[config.mk]
export PLATFORM = sky130hd
export DESIGN_NAME = multicycle_control_unit_flat
export DESIGN_NICKNAME = d
export VERILOG_FILES = /design/src/rtl/multicycle_control_unit_pkg.sv /design/src/rtl/multicycle_control_unit_if.sv /design/src/rtl/multicycle_control_unit_alu_decoder.sv /design/src/rtl/multicycle_control_unit.sv /design/src/flat_wrapper.sv
export SDC_FILE = /design/constraint.sdc
export NUM_CORES = 1
export LEC_CHECK = 0
export ABC_AREA = 1
export ABC_CLOCK_PERIOD_IN_PS = 3100
export CAP_MARGIN = 5
export CORE_MARGIN = 3
export CORE_UTILIZATION = 52
export CTS_CLUSTER_SIZE = 24
export DETAILED_ROUTE_END_ITERATION = 7
export GPL_ROUTABILITY_DRIVEN = 1
export HOLD_SLACK_MARGIN = 0.12
export PLACE_DENSITY = 0.92
export SLEW_MARGIN = 5
export SYNTH_ARGS = -nofsm -noshare
export SYNTH_HDL_FRONTEND = slang
export SYNTH_SLANG_ARGS = --single-unit
[constraint.sdc]
create_clock -name clk -period 3.1 [get_ports clk]
set_input_delay 0.31 -clock clk [delete_from_list [all_inputs] [get_ports clk]]
set_output_delay 0.31 -clock clk [all_outputs]
set_load 0.03 [all_outputs]
[src/rtl/multicycle_control_unit_pkg.sv]
// Shared encodings for the RISC-V control units: opcodes, datapath mux selects,
// ALU and immediate codes, the multi-cycle state enum and trap causes.
package riscv_ctrl_pkg;

   localparam logic [6:0] OP_R    = 7'b0110011;
   localparam logic [6:0] OP_I    = 7'b0010011;
   localparam logic [6:0] OP_LW   = 7'b0000011;
   localparam logic [6:0] OP_SW   = 7'b0100011;
   localparam logic [6:0] OP_BR   = 7'b1100011;
   localparam logic [6:0] OP_JAL  = 7'b1101111;
   localparam logic [6:0] OP_JALR = 7'b1100111;
   localparam logic [6:0] OP_LUI  = 7'b0110111;

   localparam logic [2:0] ALU_ADD = 3'b000;
   localparam logic [2:0] ALU_SUB = 3'b001;
   localparam logic [2:0] ALU_AND = 3'b010;
   localparam logic [2:0] ALU_OR  = 3'b011;
   localparam logic [2:0] ALU_SLT = 3'b100;

   localparam logic [2:0] IMM_I  = 3'b000;
   localparam logic [2:0] IMM_S  = 3'b001;
   localparam logic [2:0] IMM_B  = 3'b010;
   localparam logic [2:0] IMM_JR = 3'b011;
   localparam logic [2:0] IMM_J  = 3'b100;
   localparam logic [2:0] IMM_U  = 3'b101;

   localparam logic [1:0] RES_ALUOUT = 2'b00;
   localparam logic [1:0] RES_DATA   = 2'b01;
   localparam logic [1:0] RES_ALURES = 2'b10;
   localparam logic [1:0] RES_IMM    = 2'b11;

   localparam logic [1:0] SRCA_PC    = 2'b00;
   localparam logic [1:0] SRCA_OLDPC = 2'b01;
   localparam logic [1:0] SRCA_RS1   = 2'b10;
   localparam logic [1:0] SRCB_RS2   = 2'b00;
   localparam logic [1:0] SRCB_IMM   = 2'b01;
   localparam logic [1:0] SRCB_FOUR  = 2'b10;

   localparam logic [1:0] CAUSE_NONE    = 2'b00;
   localparam logic [1:0] CAUSE_ILLEGAL = 2'b01;
   localparam logic [1:0] CAUSE_TIMEOUT = 2'b10;

   typedef enum logic [3:0] {
      S_FETCH, S_DECODE, S_MEM_ADR, S_MEM_READ, S_MEM_WB, S_MEM_WRITE, S_EXEC_R,
      S_EXEC_I, S_ALU_WB, S_BRANCH, S_JAL, S_JALR_ADR, S_JALR_PC, S_LUI, S_TRAP
   } state_t;

   function automatic logic [2:0] imm_src_of(input logic [6:0] op);
      case (op)
         OP_SW:   return IMM_S;
         OP_BR:   return IMM_B;
         OP_JALR: return IMM_JR;
         OP_JAL:  return IMM_J;
         OP_LUI:  return IMM_U;
         default: return IMM_I;
      endcase
   endfunction

endpackage

[src/rtl/multicycle_control_unit_if.sv]
// Controller <-> datapath/memory signal bundle; master is the control unit side.
interface multicycle_control_unit_if;

   logic [6:0] op;
   logic [2:0] funct3;
   logic [6:0] funct7;
   logic       Zero;
   logic       Neg;
   logic       mem_ready;

   logic       PCWrite;
   logic       IRWrite;
   logic       MemWrite;
   logic       RegWrite;
   logic       AdrSrc;
   logic [1:0] ALUSrcA;
   logic [1:0] ALUSrcB;
   logic [1:0] ResultSrc;
   logic [2:0] ALUControl;
   logic [2:0] ImmSrc;
   logic       instr_done;
   logic       trap;
   logic [1:0] trap_cause;

   modport master (
      input  op, funct3, funct7, Zero, Neg, mem_ready,
      output PCWrite, IRWrite, MemWrite, RegWrite, AdrSrc, ALUSrcA, ALUSrcB,
             ResultSrc, ALUControl, ImmSrc, instr_done, trap, trap_cause
   );

   modport slave (
      output op, funct3, funct7, Zero, Neg, mem_ready,
      input  PCWrite, IRWrite, MemWrite, RegWrite, AdrSrc, ALUSrcA, ALUSrcB,
             ResultSrc, ALUControl, ImmSrc, instr_done, trap, trap_cause
   );

endinterface

[src/rtl/multicycle_control_unit_alu_decoder.sv]
// Combinational ALU operation select and instruction legality check from op/funct3/funct7.
module alu_decoder
   import riscv_ctrl_pkg::*;
#(
   parameter int SUPPORT_SIGNED_BRANCH = 1
) (
   input  logic [6:0] op_i,
   input  logic [2:0] funct3_i,
   input  logic [6:0] funct7_i,
   output logic [2:0] alu_control_o,
   output logic       legal_o
);

   always_comb begin
      alu_control_o = ALU_ADD;
      legal_o       = 1'b0;
      case (op_i)
         OP_R: begin
            legal_o = 1'b1;
            case ({funct7_i, funct3_i})
               10'b0000000_000: alu_control_o = ALU_ADD;
               10'b0100000_000: alu_control_o = ALU_SUB;
               10'b0000000_111: alu_control_o = ALU_AND;
               10'b0000000_110: alu_control_o = ALU_OR;
               10'b0000000_010: alu_control_o = ALU_SLT;
               default:         legal_o = 1'b0;
            endcase
         end
         OP_I: begin
            legal_o = 1'b1;
            case (funct3_i)
               3'b000:  alu_control_o = ALU_ADD;
               3'b110:  alu_control_o = ALU_OR;
               3'b010:  alu_control_o = ALU_SLT;
               default: legal_o = 1'b0;
            endcase
         end
         OP_BR: begin
            alu_control_o = ALU_SUB;
            legal_o = (funct3_i == 3'b000) || (funct3_i == 3'b001) ||
                      ((SUPPORT_SIGNED_BRANCH != 0) &&
                       ((funct3_i == 3'b100) || (funct3_i == 3'b101)));
         end
         OP_JALR:                      legal_o = (funct3_i == 3'b000);
         OP_LW, OP_SW, OP_JAL, OP_LUI: legal_o = 1'b1;
         default:                      legal_o = 1'b0;
      endcase
   end

endmodule

[src/rtl/multicycle_control_unit.sv]
// Moore-style multi-cycle RV32I control FSM with memory-stall timeout and sticky trap.
// Strobes decode from the registered state; only branch PCWrite and FETCH/MEM_WRITE use live inputs.
module multicycle_control_unit
   import riscv_ctrl_pkg::*;
#(
   parameter int SUPPORT_SIGNED_BRANCH = 1,
   parameter int WAIT_LIMIT            = 15
) (
   input logic                        clk,
   input logic                        rst,
   multicycle_control_unit_if.master  bus
);

   localparam logic [7:0] WAIT_LIM = 8'(WAIT_LIMIT);

   state_t     state_q, state_d;
   logic [7:0] wait_q, wait_d;
   logic       trap_q, trap_d;
   logic [1:0] cause_q, cause_d;
   logic [2:0] dec_alu;
   logic       dec_legal;
   logic       stall_state;
   logic       taken;
   logic [7:0] wait_inc;

   alu_decoder #(.SUPPORT_SIGNED_BRANCH(SUPPORT_SIGNED_BRANCH)) u_alu_dec (
      .op_i          (bus.op),
      .funct3_i      (bus.funct3),
      .funct7_i      (bus.funct7),
      .alu_control_o (dec_alu),
      .legal_o       (dec_legal)
   );

   assign stall_state = (state_q == S_FETCH) || (state_q == S_MEM_READ) ||
                        (state_q == S_MEM_WRITE);
   assign wait_inc    = wait_q + 8'd1;

   always_comb begin
      case (bus.funct3)
         3'b000:  taken = bus.Zero;
         3'b001:  taken = ~bus.Zero;
         3'b100:  taken = bus.Neg;
         3'b101:  taken = ~bus.Neg;
         default: taken = 1'b0;
      endcase
   end

   always_comb begin
      state_d = state_q;
      wait_d  = '0;
      trap_d  = trap_q;
      cause_d = cause_q;
      case (state_q)
         S_FETCH:    if (bus.mem_ready) state_d = S_DECODE;
         S_DECODE: begin
            case (bus.op)
               OP_LW, OP_SW: state_d = S_MEM_ADR;
               OP_R:         state_d = S_EXEC_R;
               OP_I:         state_d = S_EXEC_I;
               OP_BR:        state_d = S_BRANCH;
               OP_JAL:       state_d = S_JAL;
               OP_JALR:      state_d = S_JALR_ADR;
               OP_LUI:       state_d = S_LUI;
               default:      state_d = S_TRAP;
            endcase
            if (!dec_legal || state_d == S_TRAP) begin
               state_d = S_TRAP;
               trap_d  = 1'b1;
               cause_d = CAUSE_ILLEGAL;
            end
         end
         S_MEM_ADR:   state_d = (bus.op == OP_SW) ? S_MEM_WRITE : S_MEM_READ;
         S_MEM_READ:  if (bus.mem_ready) state_d = S_MEM_WB;
         S_MEM_WRITE: if (bus.mem_ready) state_d = S_FETCH;
         S_EXEC_R, S_EXEC_I, S_JAL, S_JALR_PC: state_d = S_ALU_WB;
         S_JALR_ADR:  state_d = S_JALR_PC;
         S_TRAP:      state_d = S_TRAP;
         default:     state_d = S_FETCH;
      endcase
      // A completing access always wins over the stall limit.
      if (stall_state && !bus.mem_ready) begin
         if (wait_inc == WAIT_LIM) begin
            state_d = S_TRAP;
            trap_d  = 1'b1;
            cause_d = CAUSE_TIMEOUT;
         end else begin
            wait_d = wait_inc;
         end
      end
   end

   always_ff @(posedge clk) begin
      if (rst) begin
         state_q <= S_FETCH;
         wait_q  <= '0;
         trap_q  <= 1'b0;
         cause_q <= CAUSE_NONE;
      end else begin
         state_q <= state_d;
         wait_q  <= wait_d;
         trap_q  <= trap_d;
         cause_q <= cause_d;
      end
   end

   always_comb begin
      bus.PCWrite    = 1'b0;
      bus.IRWrite    = 1'b0;
      bus.MemWrite   = 1'b0;
      bus.RegWrite   = 1'b0;
      bus.AdrSrc     = 1'b0;
      bus.ALUSrcA    = SRCA_PC;
      bus.ALUSrcB    = SRCB_RS2;
      bus.ResultSrc  = RES_ALUOUT;
      bus.ALUControl = ALU_ADD;
      bus.ImmSrc     = IMM_I;
      bus.instr_done = 1'b0;
      bus.trap       = 1'b0;
      bus.trap_cause = CAUSE_NONE;
      if (!rst) begin
         bus.trap       = trap_q;
         bus.trap_cause = cause_q;
         case (state_q)
            S_FETCH: begin
               bus.ALUSrcB   = SRCB_FOUR;
               bus.ResultSrc = RES_ALURES;
               bus.IRWrite   = bus.mem_ready;
               bus.PCWrite   = bus.mem_ready;
            end
            S_DECODE: begin
               bus.ALUSrcA = SRCA_OLDPC;
               bus.ALUSrcB = SRCB_IMM;
               bus.ImmSrc  = imm_src_of(bus.op);
            end
            S_MEM_ADR, S_JALR_ADR: begin
               bus.ALUSrcA = SRCA_RS1;
               bus.ALUSrcB = SRCB_IMM;
               bus.ImmSrc  = imm_src_of(bus.op);
            end
            S_MEM_READ: bus.AdrSrc = 1'b1;
            S_MEM_WB: begin
               bus.ResultSrc  = RES_DATA;
               bus.RegWrite   = 1'b1;
               bus.instr_done = 1'b1;
            end
            S_MEM_WRITE: begin
               bus.AdrSrc     = 1'b1;
               bus.MemWrite   = 1'b1;
               bus.instr_done = bus.mem_ready;
            end
            S_EXEC_R: begin
               bus.ALUSrcA    = SRCA_RS1;
               bus.ALUControl = dec_alu;
            end
            S_EXEC_I: begin
               bus.ALUSrcA    = SRCA_RS1;
               bus.ALUSrcB    = SRCB_IMM;
               bus.ALUControl = dec_alu;
               bus.ImmSrc     = imm_src_of(bus.op);
            end
            S_ALU_WB: begin
               bus.RegWrite   = 1'b1;
               bus.instr_done = 1'b1;
            end
            S_BRANCH: begin
               bus.ALUSrcA    = SRCA_RS1;
               bus.ALUControl = ALU_SUB;
               bus.PCWrite    = taken;
               bus.instr_done = 1'b1;
            end
            S_JAL, S_JALR_PC: begin
               bus.ALUSrcA = SRCA_OLDPC;
               bus.ALUSrcB = SRCB_FOUR;
               bus.PCWrite = 1'b1;
            end
            S_LUI: begin
               bus.ResultSrc  = RES_IMM;
               bus.ImmSrc     = IMM_U;
               bus.RegWrite   = 1'b1;
               bus.instr_done = 1'b1;
            end
            default: ;
         endcase
      end
   end

endmodule

[src/flat_wrapper.sv]
// flat-port wrapper written by rule: the top's interface ports become plain ports
module multicycle_control_unit_flat import riscv_ctrl_pkg::*;
#(
   parameter int SUPPORT_SIGNED_BRANCH = 1,
   parameter int WAIT_LIMIT            = 15
)
  (clk, rst, bus_op, bus_funct3, bus_funct7, bus_Zero, bus_Neg, bus_mem_ready, bus_PCWrite, bus_IRWrite, bus_MemWrite, bus_RegWrite, bus_AdrSrc, bus_ALUSrcA, bus_ALUSrcB, bus_ResultSrc, bus_ALUControl, bus_ImmSrc, bus_instr_done, bus_trap, bus_trap_cause);
  multicycle_control_unit_if bus_i ();
  input logic clk;
  input logic rst;
  input wire logic [$bits(bus_i.op)-1:0] bus_op;
  input wire logic [$bits(bus_i.funct3)-1:0] bus_funct3;
  input wire logic [$bits(bus_i.funct7)-1:0] bus_funct7;
  input wire logic [$bits(bus_i.Zero)-1:0] bus_Zero;
  input wire logic [$bits(bus_i.Neg)-1:0] bus_Neg;
  input wire logic [$bits(bus_i.mem_ready)-1:0] bus_mem_ready;
  output wire logic [$bits(bus_i.PCWrite)-1:0] bus_PCWrite;
  output wire logic [$bits(bus_i.IRWrite)-1:0] bus_IRWrite;
  output wire logic [$bits(bus_i.MemWrite)-1:0] bus_MemWrite;
  output wire logic [$bits(bus_i.RegWrite)-1:0] bus_RegWrite;
  output wire logic [$bits(bus_i.AdrSrc)-1:0] bus_AdrSrc;
  output wire logic [$bits(bus_i.ALUSrcA)-1:0] bus_ALUSrcA;
  output wire logic [$bits(bus_i.ALUSrcB)-1:0] bus_ALUSrcB;
  output wire logic [$bits(bus_i.ResultSrc)-1:0] bus_ResultSrc;
  output wire logic [$bits(bus_i.ALUControl)-1:0] bus_ALUControl;
  output wire logic [$bits(bus_i.ImmSrc)-1:0] bus_ImmSrc;
  output wire logic [$bits(bus_i.instr_done)-1:0] bus_instr_done;
  output wire logic [$bits(bus_i.trap)-1:0] bus_trap;
  output wire logic [$bits(bus_i.trap_cause)-1:0] bus_trap_cause;
  assign bus_i.op = bus_op;
  assign bus_i.funct3 = bus_funct3;
  assign bus_i.funct7 = bus_funct7;
  assign bus_i.Zero = bus_Zero;
  assign bus_i.Neg = bus_Neg;
  assign bus_i.mem_ready = bus_mem_ready;
  assign bus_PCWrite = bus_i.PCWrite;
  assign bus_IRWrite = bus_i.IRWrite;
  assign bus_MemWrite = bus_i.MemWrite;
  assign bus_RegWrite = bus_i.RegWrite;
  assign bus_AdrSrc = bus_i.AdrSrc;
  assign bus_ALUSrcA = bus_i.ALUSrcA;
  assign bus_ALUSrcB = bus_i.ALUSrcB;
  assign bus_ResultSrc = bus_i.ResultSrc;
  assign bus_ALUControl = bus_i.ALUControl;
  assign bus_ImmSrc = bus_i.ImmSrc;
  assign bus_instr_done = bus_i.instr_done;
  assign bus_trap = bus_i.trap;
  assign bus_trap_cause = bus_i.trap_cause;
  multicycle_control_unit #(.SUPPORT_SIGNED_BRANCH(SUPPORT_SIGNED_BRANCH), .WAIT_LIMIT(WAIT_LIMIT)) u_core (.clk(clk), .rst(rst), .bus(bus_i));
endmodule
==> results.toml, run 1 <==
[run_status]
status = "finished, final reports clean"

[yosys]
avgSynthCellArea_um2 = 6.08
syn-num-nets = 275
synth_compound_area_frac = 0.166
synth_area_leader_cell = "dfxtp_1"
ys.flop_type = "dfxtp_1"
synth_top_area_frac = 0.197
synth_top_family_by_area = "simple AND/OR/NAND/NOR gates"
yosys_warnings = 0
yosysSeqAreaShare = 0.197
synth_edf_count = 0
netlist_instances = 251
synth-async-reset-ratio = 0
yosys.area_share.simple = 0.484
synth_xor_area_frac = 0.0287
synth_common_cells = "43 x nand2_1, 43 x nor2_1, 36 x inv_1"
ys_ff_latch = 15
synth_fa_ha_area_frac = 0.0164
synthesis.area_um2 = 1530
synth_cell_types = 37
synthTopCellsByArea = "dfxtp_1 20%, nand2_1 11%, nor2_1 11%"
yosys-mux-area-fraction = 0

[clocking]
post_cts_buffers = 0
cts_tree = "done"
hold_buffers = 0
clock_latency_ns = 0.28
clkTransAtPathRegs_ns = 0.08
clock_sinks = 15
numCtsBuffers = 3
h-tree-depth = 1
cts_resized = 0
clockBufferDepth = 2
clockRootBuffer = "clkbuf_4"

[critical_path]
path_depth = 7
path_class = "input port to output port"
path_buf_inv = 2
reg2reg_from = "u_core.wait_q[0]$_SDFF_PP0_"
critical_path.cell_chain = "clkdlybuf4s50_1 > nor3_4 > nand2_2 > nor2_2 > o211ai_1 > nor3b_1 > clkdlybuf4s50_1"
cp_data_required_time_ns = 2.79
critPathCapture = "bus_ALUControl[2]"
regToRegSetupSlack_ns = 1.47
reg2reg_depth = 8
slowest_stage = "clkdlybuf4s50_1"
critPathMaxFanout = 6
setup.worst_path.start_class = "input port"
max_stage_delay_ns = 0.70
end_kind = "output port"
critPathArrivalTime_ns = 2.49
critPathLaunch = "bus_op[3]"
rr_endpoint = "u_core.wait_q[0]$_SDFF_PP0_"
cp_top_family = "buffers and inverters"
crit_path_frequent_cell = "clkdlybuf4s50_1"

[route]
drc = 0
vias = 1722
dr.pass1.iters = 4
first_iter_violations = 120
avgViaCountPerCell = 5.28
ant_nets = 0
detail_route.wl_per_cell_um = 11.4
wirelength_mm = 3.70

[finish]
n_antenna_cell = 0
finalInstanceArea_um2 = 2000
fillCellCount = 233
area_growth_syn_to_layout_pct = 31.2
drive_gt1_frac = 0.153
num-nets-final = 320

[worst_hold_path]
min_path_type = "flop to flop"

[placed_design]
dpl_cell_area_um2 = 1980
port_buffers = 42
dpl.hpwl_mm = 3.16
place_congestion = 0.924

[pwr]
p_leak_uw = 0.000857
powerDensity_nw_per_um2 = 485
totalPowerFinal_uw = 971
peakVddDrop_v = 0.000437

[sta]
skew_ns = 0.00535
maxSlewViolCount = 0
post-route-min-period_ns = 2.80
timing.final.crit_share = 0.903
fmax_ghz = 0.357
max_slew_margin = 0.779
tightest_slew_ns = 0.331
hold_viol = 0
finalSetupViolations = 0
setup_tns_ns = 0
rsz0062_at_grt = "no"

[global_routing]
grt_pass1_vias = 1540
grt_pass1_wl_mm = 6.24
groute.usage.overall = 0.221
grt_max_degree = 19
antenna_found_initial = 0
grt-ovfl-total = 0

[floorplanning]
core_um2 = 2780
die_area_um2 = 3620
rows = 19
dieWidth_um = 60.2
initial_core_util = 0.549
die_h_um = 60.2
io_pins = 43

[run]
maxCapViolations = 0
[placed cells by master (no fill, tap or decap), types with 2 or more instances in the layout]
cell type,synthesis,final
nand2_1,43,43
nor2_1,43,43
clkdlybuf4s50_1,0,42
inv_1,36,36
nand3_1,20,20
a21oi_1,17,17
dfxtp_1,15,15
nor2_2,12,12
nand2_2,8,8
o21ai_0,6,6
nor3_1,5,5
inv_2,4,4
a31oi_1,4,4
xor2_1,4,4
nor2_4,3,3
nand3_2,3,3
clkbuf_4,0,3
o21ai_1,2,2
o211ai_1,2,2
nand4_1,2,2
o22ai_1,2,2
a21oi_2,2,2
ha_1,2,2
[worst min path at each step]
stage / from / end / depth (start not counted)
final: u_core.cause_q[0]$_SDFF_PP0_ / u_core.cause_q[0]$_SDFF_PP0_ / 2
after global routing: u_core.cause_q[0]$_SDFF_PP0_ / u_core.cause_q[0]$_SDFF_PP0_ / 2
after CTS: u_core.cause_q[0]$_SDFF_PP0_ / u_core.cause_q[0]$_SDFF_PP0_ / 2
after detailed placement: u_core.cause_q[0]$_SDFF_PP0_ / u_core.cause_q[0]$_SDFF_PP0_ / 2
after global placement: u_core.cause_q[0]$_SDFF_PP0_ / u_core.cause_q[0]$_SDFF_PP0_ / 2
after floorplan: u_core.cause_q[0]$_SDFF_PP0_ / u_core.cause_q[0]$_SDFF_PP0_ / 2
[metal layers]
layer,up-vias,track usage,part of all wire
li1,905,-,-
met1,749,0.278,0.45
met2,66,0.386,0.48
met3,2,0.0518,0.071
met4,0,0.0348,0.0011
met5,-,0,0
[per-stage QoR]
stage | setup slack [ns] | instances | hold slack [ns] | util
3_3_place_gp | 0.366 | 322 | 0.439 | 0.711
4_1_cts | 0.298 | 326 | 0.473 | 0.720
6_report | 0.300 | 326 | 0.467 | 0.720
5_1_grt | 0.151 | 326 | 0.508 | 0.720
3_5_place_dp | 0.305 | 322 | 0.462 | 0.711
2_1_floorplan | 1.10 | 251 | 0.428 | -
[worst reg2reg max path: stages, from the launching register on]
cell	delay, ns
dfxtp_1	0.38
ha_1	0.20
nand3_1	0.11
xor2_1	0.23
nand3_1	0.13
nor2_2	0.19
nand2_2	0.09
nand3_4	0.13
nor2_1	0.06
[cell families after synthesis]
group	Yosys count
flops	15
compound gates	39
fa+ha+maj	2
xor+xnor	5
simple gates	147
buf+inv	43
[final cells by class]
cell class	instances	area, um2	area share
inverters	40	150	0.0750
clock buffers	4	26.3	0.0131
well taps	31	38.8	0.0194
flip-flops and latches	15	300	0.150
multi-input cells	193	1060	0.529
repair buffers	43	428	0.214
[sequential cells by signal, indices dropped and copies added (netlist names)]
| name | cells |
|---|---|
| u_core.cause_q | 2 |
| u_core.state_q | 4 |
| u_core.trap_q | 1 |
| u_core.wait_q | 8 |
[report_power, final]
part / switching, uW / internal (uW) / total (uW)
combinational: 382 / 220 / 602
sequential: 33.6 / 226 / 259
clock: 59.7 / 50.0 / 110
No activity file was read; power rests on OpenSTA's default activity.
==> inputs of run 2 (changes only) <==
CTS_CLUSTER_SIZE = 10   (was 24)
SKIP_LAST_GASP = 1   (was unset)
==> results of run 2 <==
Final layout, timing and power as in run 1 (identical DEF).
==> inputs of run 3 (changes only) <==
ABC_AREA = 0   (was 1)
CORE_UTILIZATION = 53   (was 52)
PLACE_DENSITY = 0.93   (was 0.92)
==> run 3 against run 2 <==
Net effect:
- first-iteration DRC count rose by 1.7%
- sequential share of layout area fell by 0.49 points
- critical endpoint is now bus_ImmSrc[0]
- maximum frequency fell by 0.71%
- critical path type unchanged
- clock skew up 0.00067 ns
- cell area increased by 3.8%
- largest cell class unchanged
- routed wire length is 16% higher
==> results.toml, run 3 <==
[global_routing]
grt-ovfl-total = 0
antenna_found_initial = 0
grt_pass1_wl_mm = 7.13
grt_max_degree = 20
groute.usage.overall = 0.248
grt_pass1_vias = 1639

[pwr]
p_leak_uw = 0.000754
powerDensity_nw_per_um2 = 594
peakVddDrop_v = 0.000285

[yosys]
ys_ff_latch = 15
netlist_instances = 224
yosysMostFrequentCell = "nor2_1"
synth_edf_count = 0
synth_cell_types = 58
synth_top_area_frac = 0.188
synthTopCellsByArea = "dfxtp_1 19%, nor2_1 7.5%, a21oi_1 6.3%"
avgSynthCellArea_um2 = 7.13
yosysSeqAreaShare = 0.188
syn-num-nets = 248
yosys_warnings = 0
synth_area_leader_cell = "dfxtp_1"
ys.flop_type = "dfxtp_1"
synth-async-reset-ratio = 0
synthesis.area_um2 = 1600
synth_common_cells = "32 x nor2_1, 20 x a21oi_1, 15 x dfxtp_1"

[sta]
timing.final.crit_share = 0.910
skew_ns = 0.00602
maxSlewViolCount = 0
hold_viol = 0
finalSetupViolations = 0
max_slew_margin = 0.611
post-route-min-period_ns = 2.82
fmax_ghz = 0.355
rsz0062_at_grt = "no"
setup_tns_ns = 0
tightest_slew_ns = 0.568

[placed_design]
port_buffers = 42
dpl.hpwl_mm = 3.35
place_congestion = 0.861

[floorplanning]
die_area_um2 = 3710
io_pins = 43
initial_core_util = 0.570
core_um2 = 2810
dieWidth_um = 60.9
die_h_um = 60.9
rows = 19

[finish]
num-nets-final = 289
most-common-layout-cells = "42 x clkdlybuf4s50_1, 32 x nor2_1, 20 x a21oi_1, 14 x dfxtp_1"
largest_reg_flops = 8
drive_gt1_frac = 0.106
top_regs = "u_core.wait_q: 8 flops, u_core.state_q: 4 flops, u_core.cause_q: 2 flops"
regMostFlops = "u_core.wait_q"
final_common_cell = "clkdlybuf4s50_1"
n_antenna_cell = 0
area_growth_syn_to_layout_pct = 30.1
utilization = 0.741

[critical_path]
setup.worst_path.start_class = "input port"
cp_data_required_time_ns = 2.79
end_kind = "output port"
path_class = "input port to output port"
critPathArrivalTime_ns = 2.51
critPathMaxFanout = 7

[clocking]
clockRootBuffer = "clkbuf_4"
numCtsBuffers = 3
clock_latency_ns = 0.28
clkTransAtPathRegs_ns = 0.08
hold_buffers = 0
clockBufferDepth = 2
clock_sinks = 15
h-tree-depth = 1
post_cts_buffers = 0
cts_tree = "done"

[route]
ant_nets = 0
detail_route.wl_per_cell_um = 14.6
vias = 1823
first_iter_violations = 122
avgViaCountPerCell = 6.18
dr.pass1.iters = 4
drc = 0
wirelength_mm = 4.31

[run_status]
status = "finished, final reports clean"

[worst_hold_path]
min_path_type = "flop to flop"

[run]
maxCapViolations = 0
## run 3: worst max-delay path, cell delays in order
cell	delay, ns
clkdlybuf4s50_1	0.59
inv_2	0.10
nor3_1	0.28
o211ai_1	0.17
nor4_1	0.19
a21oi_1	0.06
nor2_1	0.11
clkdlybuf4s50_1	0.68
## run 3: cell type report
cell class	instances	area (um2)
Timing Repair Buffer	51	488
Fill cell	226	726
Sequential cell	15	302
Inverter	6	22.5
Tap cell	31	38.8
Multi-Input combinational cell	188	1200
Clock buffer	4	26.3
## run 3: cells by family (layout without fill, tap and decap cells)
kind of cell	Yosys count	count (layout)	share of synthesized area
AO/OA/AOI/OAI	55	55	0.227
XOR/XNOR	12	12	0.0658
adder cells (fa/ha/maj)	2	2	0.0157
buffers and inverters	21	61	0.0595
flip-flops	15	15	0.188
multiplexers	4	4	0.0251
AND/OR/NAND/NOR	115	115	0.419
## run 3: per-stage QoR
step / setup slack [ns] / instance area, um2 / instances / hold slack [ns] / total power [uW]
after floorplan: 0.887 / 1600 / 224 / 0.437 / 872
after global placement: 0.326 / 2050 / 291 / 0.454 / 1100
after detailed placement: 0.289 / 2050 / 291 / 0.458 / 1120
after CTS: 0.211 / 2080 / 295 / 0.470 / 1230
after global routing: 0.0434 / 2080 / 295 / 0.491 / 1320
final: 0.280 / 2080 / 295 / 0.466 / 1240
## run 3: per-layer routing
| layer | share of wire | global-route usage | up-vias |
|---|---|---|---|
| met5 | 0 | 0 | - |
| met4 | 0.018 | 0.0898 | 0 |
| met3 | 0.064 | 0.0404 | 10 |
| met2 | 0.48 | 0.414 | 87 |
| met1 | 0.43 | 0.320 | 822 |
| li1 | - | - | 904 |
## run 3: worst paths after layout
path,cells after the start,start,slack (ns),to
setup / recovery,8,bus_op[5],0.28,bus_ImmSrc[0]
hold / removal,2,u_core.cause_q[0]$_SDFF_PP0_,0.47,u_core.cause_q[0]$_SDFF_PP0_
setup reg to reg,4,u_core.state_q[0]$_SDFF_PP0_,1.16,u_core.state_q[0]$_SDFF_PP0_
hold reg to reg,2,u_core.cause_q[0]$_SDFF_PP0_,0.47,u_core.cause_q[0]$_SDFF_PP0_
## run 3: where the power goes
part | switching, uW | total [uW] | internal [uW] | leakage, uW
clock | 58.8 | 109 | 50.0 | 0.0000150
combinational | 465 | 822 | 357 | 0.000617
sequential | 72.7 | 305 | 233 | 0.000122
## run 3: repair_timing
item	4_1_cts	5_1_grt
setup endpoints to repair	0	1
endpoints found under the hold margin	0	0
resized for setup	0	1
